--- src/rtl/nec_ir_tx_seq_if.sv ---
// Sequencer-side bundle: show-ahead TX FIFO head/pop plus envelope and status outputs.
// master = frame sequencer, slave = FIFO/modulator/register side.
interface nec_ir_tx_seq_if;
  logic        fifo_tx_empty;
  logic [15:0] fifo_tx_rdata;
  logic        fifo_tx_read;
  logic        ir_tx;
  logic        tx_busy;
  logic        tx_frame_done;
  logic        tx_repeat;

  modport master (
    input  fifo_tx_empty, fifo_tx_rdata,
    output fifo_tx_read, ir_tx, tx_busy, tx_frame_done, tx_repeat
  );

  modport slave (
    output fifo_tx_empty, fifo_tx_rdata,
    input  fifo_tx_read, ir_tx, tx_busy, tx_frame_done, tx_repeat
  );
endinterface

--- src/rtl/nec_ir_tx_seq.sv ---
// NEC IR frame sequencer: pops {addr,cmd} at frame slots and drives the leader/bit/stop envelope in ticks.
// Pop is combinational with the starting tick; a new word waits for IDLE or the next FRAME_TICKS boundary.
module nec_ir_tx_seq #(
  parameter int TWIDTH      = 8,
  parameter int FRAME_TICKS = 192,
  parameter int LEAD_MARK   = 16,
  parameter int LEAD_SPACE  = 8,
  parameter int RPT_SPACE   = 4
) (
  input  logic           clk,
  input  logic           rst_n,
  input  logic           tick,
  input  logic           cfg_ir_en,
  input  logic           cfg_ir_tx_en,
  input  logic           cfg_repeat_en,
  input  logic           cfg_tx_polarity,
  nec_ir_tx_seq_if.master bus
);

  typedef enum logic [2:0] {IDLE, LEAD_M, LEAD_S, BIT_M, BIT_S, STOP_M, GAP} state_t;

  state_t            state_q, state_d;
  logic [TWIDTH-1:0] seg_q, seg_d;
  logic [TWIDTH-1:0] period_q, period_d;
  logic [4:0]        idx_q, idx_d;
  logic [31:0]       shift_q, shift_d;
  logic              last_q, last_d;
  logic              rpt_q, rpt_d;
  logic              read_c, done_c, start_data, start_rpt;
  logic              en, seg_end, mark;
  logic [7:0]        hd_addr, hd_data;

  assign en      = cfg_ir_en & cfg_ir_tx_en;
  assign seg_end = tick && (seg_q == TWIDTH'(1));
  assign hd_addr = bus.fifo_tx_rdata[15:8];
  assign hd_data = bus.fifo_tx_rdata[7:0];

  always_ff @(posedge clk) begin
    if (!rst_n) begin
      state_q  <= IDLE;
      seg_q    <= '0;
      period_q <= '0;
      idx_q    <= '0;
      shift_q  <= '0;
      last_q   <= 1'b0;
      rpt_q    <= 1'b0;
    end else begin
      state_q  <= state_d;
      seg_q    <= seg_d;
      period_q <= period_d;
      idx_q    <= idx_d;
      shift_q  <= shift_d;
      last_q   <= last_d;
      rpt_q    <= rpt_d;
    end
  end

  always_comb begin
    state_d    = state_q;
    seg_d      = seg_q;
    period_d   = period_q;
    idx_d      = idx_q;
    shift_d    = shift_q;
    last_d     = last_q;
    rpt_d      = rpt_q;
    read_c     = 1'b0;
    done_c     = 1'b0;
    start_data = 1'b0;
    start_rpt  = 1'b0;

    if (!en) begin
      // Disabling abandons any partial frame; it is never resumed.
      state_d = IDLE;
      last_d  = 1'b0;
      rpt_d   = 1'b0;
    end else begin
      if (tick && state_q != IDLE) begin
        if (period_q != TWIDTH'(FRAME_TICKS)) period_d = period_q + TWIDTH'(1);
        if (seg_q != '0) seg_d = seg_q - TWIDTH'(1);
      end

      case (state_q)
        IDLE: begin
          if (tick && !bus.fifo_tx_empty) start_data = 1'b1;
        end
        LEAD_M: begin
          if (seg_end) begin
            state_d = LEAD_S;
            seg_d   = rpt_q ? TWIDTH'(RPT_SPACE) : TWIDTH'(LEAD_SPACE);
          end
        end
        LEAD_S: begin
          if (seg_end) begin
            state_d = rpt_q ? STOP_M : BIT_M;
            seg_d   = TWIDTH'(1);
            idx_d   = '0;
          end
        end
        BIT_M: begin
          if (seg_end) begin
            state_d = BIT_S;
            seg_d   = shift_q[0] ? TWIDTH'(3) : TWIDTH'(1);
          end
        end
        BIT_S: begin
          if (seg_end) begin
            shift_d = {1'b0, shift_q[31:1]};
            seg_d   = TWIDTH'(1);
            if (idx_q == 5'd31) begin
              state_d = STOP_M;
            end else begin
              idx_d   = idx_q + 5'd1;
              state_d = BIT_M;
            end
          end
        end
        STOP_M: begin
          if (seg_end) begin
            state_d = GAP;
            done_c  = 1'b1;
            last_d  = 1'b1;
          end
        end
        GAP: begin
          // The tick that completes the frame period is also the next frame's start.
          if (tick && period_q >= TWIDTH'(FRAME_TICKS - 1)) begin
            if (!bus.fifo_tx_empty) begin
              start_data = 1'b1;
            end else if (cfg_repeat_en && last_q) begin
              start_rpt = 1'b1;
            end else begin
              state_d = IDLE;
              last_d  = 1'b0;
            end
          end
        end
        default: state_d = IDLE;
      endcase

      if (start_data) begin
        read_c   = 1'b1;
        shift_d  = {~hd_data, hd_data, ~hd_addr, hd_addr};
        seg_d    = TWIDTH'(LEAD_MARK);
        period_d = '0;
        rpt_d    = 1'b0;
        state_d  = LEAD_M;
      end else if (start_rpt) begin
        seg_d    = TWIDTH'(LEAD_MARK);
        period_d = '0;
        rpt_d    = 1'b1;
        state_d  = LEAD_M;
      end
    end
  end

  assign mark              = (state_q == LEAD_M) || (state_q == BIT_M) || (state_q == STOP_M);
  assign bus.ir_tx         = mark ? ~cfg_tx_polarity : cfg_tx_polarity;
  assign bus.fifo_tx_read  = read_c & rst_n;
  assign bus.tx_frame_done = done_c & rst_n;
  assign bus.tx_busy       = (state_q != IDLE);
  assign bus.tx_repeat     = rpt_q;

endmodule
--- src/flat_wrapper.sv ---
// flat-port wrapper written by rule: the top's interface ports become plain ports
module nec_ir_tx_seq_flat 
#(
  parameter int TWIDTH      = 8,
  parameter int FRAME_TICKS = 192,
  parameter int LEAD_MARK   = 16,
  parameter int LEAD_SPACE  = 8,
  parameter int RPT_SPACE   = 4
)
  (clk, rst_n, tick, cfg_ir_en, cfg_ir_tx_en, cfg_repeat_en, cfg_tx_polarity, bus_fifo_tx_empty, bus_fifo_tx_rdata, bus_fifo_tx_read, bus_ir_tx, bus_tx_busy, bus_tx_frame_done, bus_tx_repeat);
  nec_ir_tx_seq_if bus_i ();
  input  logic clk;
  input  logic rst_n;
  input  logic tick;
  input  logic cfg_ir_en;
  input  logic cfg_ir_tx_en;
  input  logic cfg_repeat_en;
  input  logic cfg_tx_polarity;
  input wire logic [$bits(bus_i.fifo_tx_empty)-1:0] bus_fifo_tx_empty;
  input wire logic [$bits(bus_i.fifo_tx_rdata)-1:0] bus_fifo_tx_rdata;
  output wire logic [$bits(bus_i.fifo_tx_read)-1:0] bus_fifo_tx_read;
  output wire logic [$bits(bus_i.ir_tx)-1:0] bus_ir_tx;
  output wire logic [$bits(bus_i.tx_busy)-1:0] bus_tx_busy;
  output wire logic [$bits(bus_i.tx_frame_done)-1:0] bus_tx_frame_done;
  output wire logic [$bits(bus_i.tx_repeat)-1:0] bus_tx_repeat;
  assign bus_i.fifo_tx_empty = bus_fifo_tx_empty;
  assign bus_i.fifo_tx_rdata = bus_fifo_tx_rdata;
  assign bus_fifo_tx_read = bus_i.fifo_tx_read;
  assign bus_ir_tx = bus_i.ir_tx;
  assign bus_tx_busy = bus_i.tx_busy;
  assign bus_tx_frame_done = bus_i.tx_frame_done;
  assign bus_tx_repeat = bus_i.tx_repeat;
  nec_ir_tx_seq #(.TWIDTH(TWIDTH), .FRAME_TICKS(FRAME_TICKS), .LEAD_MARK(LEAD_MARK), .LEAD_SPACE(LEAD_SPACE), .RPT_SPACE(RPT_SPACE)) u_core (.clk(clk), .rst_n(rst_n), .tick(tick), .cfg_ir_en(cfg_ir_en), .cfg_ir_tx_en(cfg_ir_tx_en), .cfg_repeat_en(cfg_repeat_en), .cfg_tx_polarity(cfg_tx_polarity), .bus(bus_i));
endmodule
--- config.mk ---
export PLATFORM = sky130hd
export DESIGN_NAME = nec_ir_tx_seq_flat
export DESIGN_NICKNAME = d
export VERILOG_FILES = /design/src/rtl/nec_ir_tx_seq_if.sv /design/src/rtl/nec_ir_tx_seq.sv /design/src/flat_wrapper.sv
export SDC_FILE = /design/constraint.sdc
export NUM_CORES = 1
export LEC_CHECK = 0
export ABC_AREA = 1
export CORE_MARGIN = 2
export CORE_UTILIZATION = 58
export CTS_CLUSTER_DIAMETER = 80
export DETAILED_ROUTE_END_ITERATION = 16
export PLACE_DENSITY = 0.8
export SYNTH_ARGS = -nofsm -noshare
export SYNTH_HDL_FRONTEND = slang
export SYNTH_SLANG_ARGS = --single-unit
--- constraint.sdc ---
create_clock -name clk -period 4.8 [get_ports clk]
set_clock_uncertainty 0.05 [all_clocks]
set_input_delay 0.96 -clock clk [delete_from_list [all_inputs] [get_ports clk]]
set_output_delay 0.96 -clock clk [all_outputs]
set_load 0.005 [all_outputs]
==> results.md <==
- CTS root buffer: clkbuf_8
- Vias in the first global route: 2,840
- Final wirelength: 7.23 mm
- H-tree Lvls: 3
- Mean post-synth cell area: 6.37 µm²
- Overall die width: 80.8 µm
- Fillers: 496
- Clock buffer depth: 2
- Slew Viols, Final: 0
- GR Overflow Total: 0
- Vias per inst: 5.00
- Clock sink total: 58
- I/O pin count: 29
- Final period utilization: 0.829
- Most frequent cells in the layout: 158 x nand2_1, 88 x nor2_1, 65 x inv_1
- Standard-cell row count: 27
- Synth Instances: 538
- Final net count: 593
- Core ar.: 5610 µm²
- Hold/Removal Path Class: register to register
- Max-Cap Viols: 0
- PD cells: 258 nW/µm²
- Total GRT Usage: 0.244
- Count of non-filler cells in the finished layout: 639
- Commonest non-fill, non-tap cell in the layout: nand2_1
- Synth Net Count: 569
- CP max FO: 37
- Slew headroom: 0.626
- Synth warn: 0
- RSZ-0062 raised after global routing: false
- Min cycle time layout: 3.98 ns
- Port Buf Inserts: 28
- Detailed Routing Iterations Pass 1: 5
- CTS tree: built
- Post-DRT Antenna Nets: 0
- Synth cell types: 39
- Post-CTS setup buffer count: 0
- Setup TNS: 0 ns
- DIE AREA: 6540 µm²
- CTS Hold Bufs: 0
- Number of synthesized register bits: 58
- Gpl congestion: 0.897
- Setup-failing EPs final: 0
- Drt drc: 0
- WHS: 0.420 ns
- Mapped cell area: 3420 µm²
- Sequential cell area: 1160 µm²
- DIE HEIGHT: 80.8 µm
- Max VDD drop: 0.000219 V
- Ant. Diodes: 0
- Resized cells post-CTS: 0
- Sequential area share after synthesis: 0.339
- First-pass GRT wire length: 12.5 mm
- Layout cells sized above 1: 0.0758
- Layout area overhead: 12.4%
- FMAX: 251 MHz
- Via count: 3,198
- Overall power: 993 µW
- Worst Tran Pin Value: 0.560 ns
- Critical path launch point type: input port
- Cells after DPL: 623
- Final hold violations: 0
- Initial core utilization: 0.611
- Area of the multi-input gates: 1860 µm²
- Wire per inst: 11.3 µm
- Crit. End Element: primary output
- Worst EP required: 3.79 ns
- Worst-path clk slew: 0.06 ns
- Leak pwr: 1.88 nW
- Hpwl dp: 5.15 mm
- Worst EP arrival: 2.97 ns
- TritonCTS buffer count: 9
- Clk_lat worst skew: 0.34 ns
- Status: finished, final reports clean
- Largest net degree at the start of global routing: 64
- Iteration-0 DRC Markers: 136
- Initial antenna violation count: 0
- WS Path Type: input port to primary output
==> critical path, stage by stage <==
cell             delay (ns)
clkdlybuf4s50_1        0.63
nand2_1                0.09
inv_1                  0.13
nand3_4                0.13
nand2_8                0.22
inv_2                  0.18
nor2_1                 0.12
clkdlybuf4s50_1        0.51
==> cell families (layout without fill, tap and decap cells) <==
family,after synthesis,in the layout,synth area share
compound gates,64,64,0.103
xor+xnor,10,10,0.0256
fa+ha+maj,7,7,0.0256
buf+inv,89,118,0.118
flops,58,58,0.339
simple gates,310,310,0.389
==> stage by stage <==
stage	setup WS, ns	area [µm²]	util
finish	0.821	3850	0.686
global placement	0.851	3680	0.656
floorplan	2.05	3420	-
detailed placement	0.827	3680	0.656
global route	0.625	3850	0.686
CTS	0.826	3850	0.686
==> metal layers <==
layer	vias up	track usage	wire (µm)
li1	1716	-	-
met1	1429	0.326	3670
met2	44	0.393	3200
met3	9	0.0533	260
met4	0	0.0814	99
met5	-	0	0
==> worst paths after layout <==
kind / startpoint / end / slack, ns / cells past startpoint
setup / recovery: tick / bus_fifo_tx_read / 0.82 / 8
hold / removal: u_core.seg_q[1] / u_core.seg_q[1] / 0.42 / 2
setup reg to reg: u_core.state_q[0] / u_core.shift_q[15] / 2.54 / 10
hold reg to reg: u_core.seg_q[1] / u_core.seg_q[1] / 0.42 / 2
==> flip-flops by register name (all words and copies together), names as in the netlist <==
register and count:
u_core.period_q 8, u_core.bus.tx_repeat 1, u_core.seg_q 8, u_core.last_q 1
u_core.idx_q 5, u_core.shift_q 32, u_core.state_q 3
==> Yosys cell counts, drive strengths merged <==
cell    instances  share of area
a211oi          1         0.0022
a21oi          26          0.038
a31oi           1         0.0018
buf            15          0.036
clkbuf          2         0.0026
clkinv          1         0.0011
dfxtp          58           0.34
ha              7          0.026
inv            71          0.078
nand2         166           0.19
nand3          38          0.062
nand4           5          0.011
nor2           93           0.11
nor3            6         0.0088
o211ai          1         0.0022
o21a            1         0.0022
o21ai          30          0.048
o221ai          1         0.0026
o22ai           1         0.0018
o31ai           2         0.0044
or2             2         0.0037
xnor2           1         0.0026
xor2            9          0.023
==> layout make-up <==
type                    instances  area share
clock inverters                 5     0.00780
flip-flops and latches         58       0.302
multi-input cells             391       0.483
clock buffers                  11      0.0367
well taps                      72      0.0234
repair buffers                 30      0.0767
inverters                      72      0.0702
==> where the power goes <==
| group | total [mW] | internal (mW) | leakage, nW | switching (mW) |
|---|---|---|---|---|
| registers | 0.498 | 0.493 | 0.470 | 0.00509 |
| logic | 0.102 | 0.0417 | 1.32 | 0.0604 |
| clock network | 0.393 | 0.198 | 0.0851 | 0.195 |
(Power assumes the default switching activity.)
